### config.mk
export PLATFORM = sky130hd
export DESIGN_NAME = pp_pipeline_accel_udiv_24ns_12ns_seq
export DESIGN_NICKNAME = d
export VERILOG_FILES = /design/src/rtl/pp_pipeline_accel_udiv_pkg.sv /design/src/rtl/pp_pipeline_accel_udiv_step.sv /design/src/rtl/pp_pipeline_accel_udiv_24ns_12ns_seq.sv
export SDC_FILE = /design/constraint.sdc
export NUM_CORES = 1
export LEC_CHECK = 0
export BUFFER_PORTS_ARGS = -buffer_cell sky130_fd_sc_hd__buf_2
export CAP_MARGIN = 20
export CORE_UTILIZATION = 55
export CTS_BUF_LIST = sky130_fd_sc_hd__clkbuf_4
export DETAILED_ROUTE_END_ITERATION = 7
export PLACE_DENSITY = 0.78
export SLEW_MARGIN = 20
export SYNTH_ARGS = -nofsm -noshare
export SYNTH_HDL_FRONTEND = slang
export SYNTH_HIERARCHICAL = 1
export SYNTH_SLANG_ARGS = --single-unit
### constraint.sdc
create_clock -name clk -period 3.5 [get_ports clk]
set_input_delay 0.875 -clock clk [delete_from_list [all_inputs] [get_ports clk]]
set_output_delay 0.875 -clock clk [all_outputs]
set_load 0.05 [all_outputs]
### src/rtl/pp_pipeline_accel_udiv_pkg.sv
// Shared types and widths for the 24/12 iterative restoring divider.
package pp_pipeline_accel_udiv_pkg;
  localparam int N     = 24;
  localparam int M     = 12;
  localparam int CNT_W = $clog2(N);

  typedef enum logic [1:0] {
    S_IDLE = 2'd0,
    S_RUN  = 2'd1,
    S_DONE = 2'd2
  } state_t;
endpackage

### src/rtl/pp_pipeline_accel_udiv_step.sv
// One restoring-division step: shift one dividend bit into the partial remainder,
// subtract the divisor when it fits, and report the resulting quotient bit.
module pp_pipeline_accel_udiv_step
  import pp_pipeline_accel_udiv_pkg::*;
#(
  parameter int W = M
) (
  input  logic [W-1:0] partial,
  input  logic         shift_bit,
  input  logic [W-1:0] divisor,
  output logic [W-1:0] next_partial,
  output logic         qbit
);
  logic [W:0] trial;

  assign trial = {partial, shift_bit};
  assign qbit  = (trial >= {1'b0, divisor});
  // partial < divisor on entry, so the restored or subtracted value always fits W bits.
  assign next_partial = qbit ? W'(trial - {1'b0, divisor}) : trial[W-1:0];
endmodule

### src/rtl/pp_pipeline_accel_udiv_24ns_12ns_seq.sv
// Iterative unsigned divider, one quotient bit per enabled cycle, with
// valid/ready handshakes on operands and results and a global clock enable.
module pp_pipeline_accel_udiv_24ns_12ns_seq
  import pp_pipeline_accel_udiv_pkg::*;
#(
  parameter int DIVIDEND_WIDTH = N,
  parameter int DIVISOR_WIDTH  = M
) (
  input  logic                      clk,
  input  logic                      reset,
  input  logic                      ce,
  input  logic                      din_vld,
  output logic                      din_rdy,
  input  logic [DIVIDEND_WIDTH-1:0] dividend,
  input  logic [DIVISOR_WIDTH-1:0]  divisor,
  output logic                      dout_vld,
  input  logic                      dout_rdy,
  output logic [DIVIDEND_WIDTH-1:0] quotient,
  output logic [DIVISOR_WIDTH-1:0]  remainder,
  output logic                      div0
);
  localparam int CW = $clog2(DIVIDEND_WIDTH);
  localparam logic [CW-1:0] CNT_LAST = CW'(DIVIDEND_WIDTH - 1);

  state_t                    state_reg;
  logic                      din_rdy_reg;
  logic                      dout_vld_reg;
  logic                      div0_reg;
  logic [CW-1:0]             cnt_reg;
  logic [DIVIDEND_WIDTH-1:0] dq_reg;
  logic [DIVIDEND_WIDTH-1:0] quotient_reg;
  logic [DIVISOR_WIDTH-1:0]  rem_reg;
  logic [DIVISOR_WIDTH-1:0]  divisor_reg;
  logic [DIVISOR_WIDTH-1:0]  remainder_reg;
  logic [DIVISOR_WIDTH-1:0]  step_rem;
  logic                      step_qbit;

  pp_pipeline_accel_udiv_step #(
    .W(DIVISOR_WIDTH)
  ) u_step (
    .partial     (rem_reg),
    .shift_bit   (dq_reg[DIVIDEND_WIDTH-1]),
    .divisor     (divisor_reg),
    .next_partial(step_rem),
    .qbit        (step_qbit)
  );

  always_ff @(posedge clk) begin
    if (reset) begin
      state_reg     <= S_IDLE;
      din_rdy_reg   <= 1'b1;
      dout_vld_reg  <= 1'b0;
      div0_reg      <= 1'b0;
      cnt_reg       <= '0;
      dq_reg        <= '0;
      quotient_reg  <= '0;
      rem_reg       <= '0;
      divisor_reg   <= '0;
      remainder_reg <= '0;
    end else if (ce) begin
      case (state_reg)
        S_IDLE: begin
          if (din_vld) begin
            dq_reg      <= dividend;
            divisor_reg <= divisor;
            rem_reg     <= '0;
            cnt_reg     <= CNT_LAST;
            din_rdy_reg <= 1'b0;
            state_reg   <= S_RUN;
          end
        end
        S_RUN: begin
          // Zero divisor skips the iterations; the dividend is still intact in dq_reg.
          if (divisor_reg == '0) begin
            quotient_reg  <= '1;
            remainder_reg <= dq_reg[DIVISOR_WIDTH-1:0];
            div0_reg      <= 1'b1;
            dout_vld_reg  <= 1'b1;
            state_reg     <= S_DONE;
          end else begin
            rem_reg <= step_rem;
            dq_reg  <= {dq_reg[DIVIDEND_WIDTH-2:0], step_qbit};
            cnt_reg <= cnt_reg - 1'b1;
            if (cnt_reg == '0) begin
              quotient_reg  <= {dq_reg[DIVIDEND_WIDTH-2:0], step_qbit};
              remainder_reg <= step_rem;
              div0_reg      <= 1'b0;
              dout_vld_reg  <= 1'b1;
              state_reg     <= S_DONE;
            end
          end
        end
        S_DONE: begin
          if (dout_rdy) begin
            dout_vld_reg <= 1'b0;
            din_rdy_reg  <= 1'b1;
            state_reg    <= S_IDLE;
          end
        end
        default: begin
          dout_vld_reg <= 1'b0;
          din_rdy_reg  <= 1'b1;
          state_reg    <= S_IDLE;
        end
      endcase
    end
  end

  assign din_rdy   = din_rdy_reg;
  assign dout_vld  = dout_vld_reg;
  assign quotient  = quotient_reg;
  assign remainder = remainder_reg;
  assign div0      = div0_reg;
endmodule
==> results list <==
- Status: complete, no violations
* Number of setup buffers added after CTS: 0
* Number of core rows: 33
- After clock tree synthesis, the clock-pin slew on the worst setup and hold paths is 0.16 ns.
- Headroom to the max-slew limit came out at 35.4%.
* Final-report max-slew violation count: 0
- In this run the count of I/O pins placed on the die edge is 80.
* Worst setup margin: 0.364 ns
- The number of global-route vias before repair was about 3900.
* Worst slack after detailed placement: approximately 0.43 ns
* Mean cell area of the mapped netlist: just under 9 um^2
- Remaining routing DRC violations: 0
- Largest net degree at the start of global routing: 53
- Final cycle utilization of the critical path: 89.6%
- Portion of synthesized cell area occupied by the leading cell type: 39.9%
- In this run the cell area measured after placement is ~5000 um^2.
- Synthesis handed over a netlist of 532 instances.
- The number of antenna violations at the first check in global routing came to 1.
- Across the run, the number of max-cap violations was 0.
* Cells on worst reg2reg path: 10
- Worst hold path stage count: 2
- Setup total negative slack on the finished layout was measured at 0 ns.
- Worst-case clock skew: between 0.02 and 0.03 ns
* Proportion of synthesized chip area in sequential cells: 39.9%
- EDFF count, synth: 0
* Distinct cell type count of the synthesized netlist: 57
- First-pass DRT Iterations: 5
- Peak Freq: 0.319 GHz
- For this block, the routed nets add up to between 10000 and 15000 um of wire.
- For this design, the CTS-stage hold fixing added 0 buffers.
- CP Data Arrival Time: about 3.5 ns
- Highest-count cells in the layout ignoring fill and taps: sky130_fd_sc_hd__dfxtp_1, sky130_fd_sc_hd__buf_2, sky130_fd_sc_hd__nand2_1
- Power density of the placed cells: approximately 500 nW/um^2
- For this run, asynchronously set or reset flops after synthesis account for 0%.
- Of all nets on the critical path, the largest fanout is 8.
- In this run the horizontal extent of the chip is 94.6 um.
* Vert. Die Dim: roughly 95 um
* Top flip-flop cell by instance count after synthesis: sky130_fd_sc_hd__dfxtp_1
- Starting density of the core: roughly 57%
- Transition at the pin with the smallest max-transition slack: between 0.9 and 1 ns
- Cts bufs inserted: 9
* Count of nets after finishing: approximately 650
- After synthesis, the cell types taking the most area are sky130_fd_sc_hd__dfxtp_1, sky130_fd_sc_hd__a21oi_1, sky130_fd_sc_hd__o221a_2, sky130_fd_sc_hd__nand2_1, sky130_fd_sc_hd__a311oi_1.
- Remaining global-route overflow: 0
* #FFs+latches synth: 94
* Synth warnings: 6
- Global routing used between 20% and 30% of the available tracks across all layers.
- Syn Nets: 587
- Number of hold violations in the final report: 0
* Core occupancy in the finished layout: a little under two thirds
* Final period demand of the worst path: 3.14 ns
- The tree is rooted in a sky130_fd_sc_hd__clkbuf_4.
- The analysis attributes to cell leakage a power of about 0.0021 uW.
- Critical Setup Path Class: reg -> reg
- Post-DR vias/cell: around 6.1
* Power Total: 2670 uW
- In this run the worst hold path is classified as reg -> reg.
- The worst-case IR drop observed on VDD is 277 uV.
- Final setup violation count: 0
* Area Growth Syn to Fin: 11.5%
- The worst setup path is captured at a flip-flop.
- First-pass GRT wire length: 19100 um
* Setup repair after global routing missed its margin: false
- Leaving out fill and tap cells, the most frequent cell in the layout is sky130_fd_sc_hd__dfxtp_1.
- After the first detailed-routing iteration, the DRC count stood at ~290.
* Worst endpoint required time: 3.84 ns
- Design Area, Final: 5260 um^2
* Clk_lat worst skew: approximately 0.45 ns
- The post-route netlist has around 27% of its cells at a drive strength greater than 1.
* Buffer levels on the longest clock path: 2
- The wire-length estimate of the detail-placed layout is about 8000 um.
- The tree built by TritonCTS fans out to 94 sinks.
- Cell type with the highest aggregate area in the netlist: sky130_fd_sc_hd__dfxtp_1
- Port buffering added between 70 and 80 buffers.
- The worst setup path is launched from a flip-flop.
- Antenna viol nets, final: 0
- The H-tree generated during clock tree synthesis spans 3 levels.
- Routability-driven placement finished with a final weighted congestion of between 0.8 and 0.9.
* Area of the die: around 9000 um^2
* Number of gates resized after cts: 0
- The detailed router placed roughly 4300 vias in this run.
- Detailed-route wire length per cell: 16.9 um
- Cell area after synthesis: about 4700 um^2
* Clock tree from TritonCTS: yes
- Core area: between 8000 and 9000 um^2
[synthesized netlist by cell type (4+ instances only)]
cell,count
sky130_fd_sc_hd__inv_1,30
sky130_fd_sc_hd__o21a_1,4
sky130_fd_sc_hd__a21oi_1,71
sky130_fd_sc_hd__nand4_1,12
sky130_fd_sc_hd__buf_6,7
sky130_fd_sc_hd__dfxtp_1,94
sky130_fd_sc_hd__xnor2_1,5
sky130_fd_sc_hd__nor4_1,4
sky130_fd_sc_hd__buf_2,7
sky130_fd_sc_hd__o21ai_0,20
sky130_fd_sc_hd__clkbuf_1,25
sky130_fd_sc_hd__nor3_1,6
sky130_fd_sc_hd__nor2_1,16
sky130_fd_sc_hd__nor2b_1,6
sky130_fd_sc_hd__a311oi_1,25
sky130_fd_sc_hd__o221a_1,6
sky130_fd_sc_hd__nand3_1,12
sky130_fd_sc_hd__o221a_2,31
sky130_fd_sc_hd__mux2_4,7
sky130_fd_sc_hd__ha_1,13
sky130_fd_sc_hd__nand2_1,78
[routing by layer]
metal / global-route usage [%] / routed length, um / vias up
li1: - / - / 2085
met1: 37.4 / 5450 / 2039
met2: 42.8 / 5580 / 171
met3: 3.86 / 666 / 12
met4: 9.60 / 171 / 0
met5: 0 / 0 / -
[per-stage QoR]
stage,hold slack [ns],cells
after floorplan,0.444,532
after global placement,0.461,684
after detailed placement,0.472,684
after CTS,0.492,700
after global routing,0.507,701
final,0.488,701
[power breakdown]
group          total [uW]  internal [uW]  switching [uW]
logic                 807            311             496
clock network         640            235             405
registers            1230           1160            70.1
[cell families after synthesis]
family / share of synthesized area (%)
AO/OA/AOI/OAI: 28.0
AND/OR/NAND/NOR: 15.8
flip-flops: 39.9
buffers and inverters: 7.35
adder cells (fa/ha/maj): 3.88
multiplexers: 3.58
XOR/XNOR: 1.49
[critical path: stages, from the launching register on]
cell                      delay [ns]
sky130_fd_sc_hd__dfxtp_1        0.44
sky130_fd_sc_hd__inv_1          0.07
sky130_fd_sc_hd__ha_1           0.31
sky130_fd_sc_hd__nor2b_4        0.13
sky130_fd_sc_hd__o31a_1         0.28
sky130_fd_sc_hd__o31a_1         0.29
sky130_fd_sc_hd__o311a_4        0.32
sky130_fd_sc_hd__nor4_4         0.34
sky130_fd_sc_hd__buf_4          0.29
sky130_fd_sc_hd__mux2_4         0.33
sky130_fd_sc_hd__o221a_2        0.22
[path summary, 6_finish.rpt]
| check | startpoint | end | slack [ns] |
|---|---|---|---|
| min | divisor_reg[2] | divisor_reg[2] | 0.49 |
| min reg2reg | divisor_reg[2] | divisor_reg[2] | 0.49 |
| max reg2reg | divisor_reg[1] | remainder[6] | 0.36 |
| max | divisor_reg[1] | remainder[6] | 0.36 |
[layout make-up]
class / count / area [um^2]
inverters: 31 / 116
repair buffers: 89 / 470
well taps: 105 / 131
diodes: 1 / 2.50
fillers: 743 / 3000
clock inverters: 7 / 92.6
multi-input cells: 365 / 2490
flip-flops and latches: 94 / 1880
clock buffers: 9 / 67.6
(Power assumes the default switching activity.)
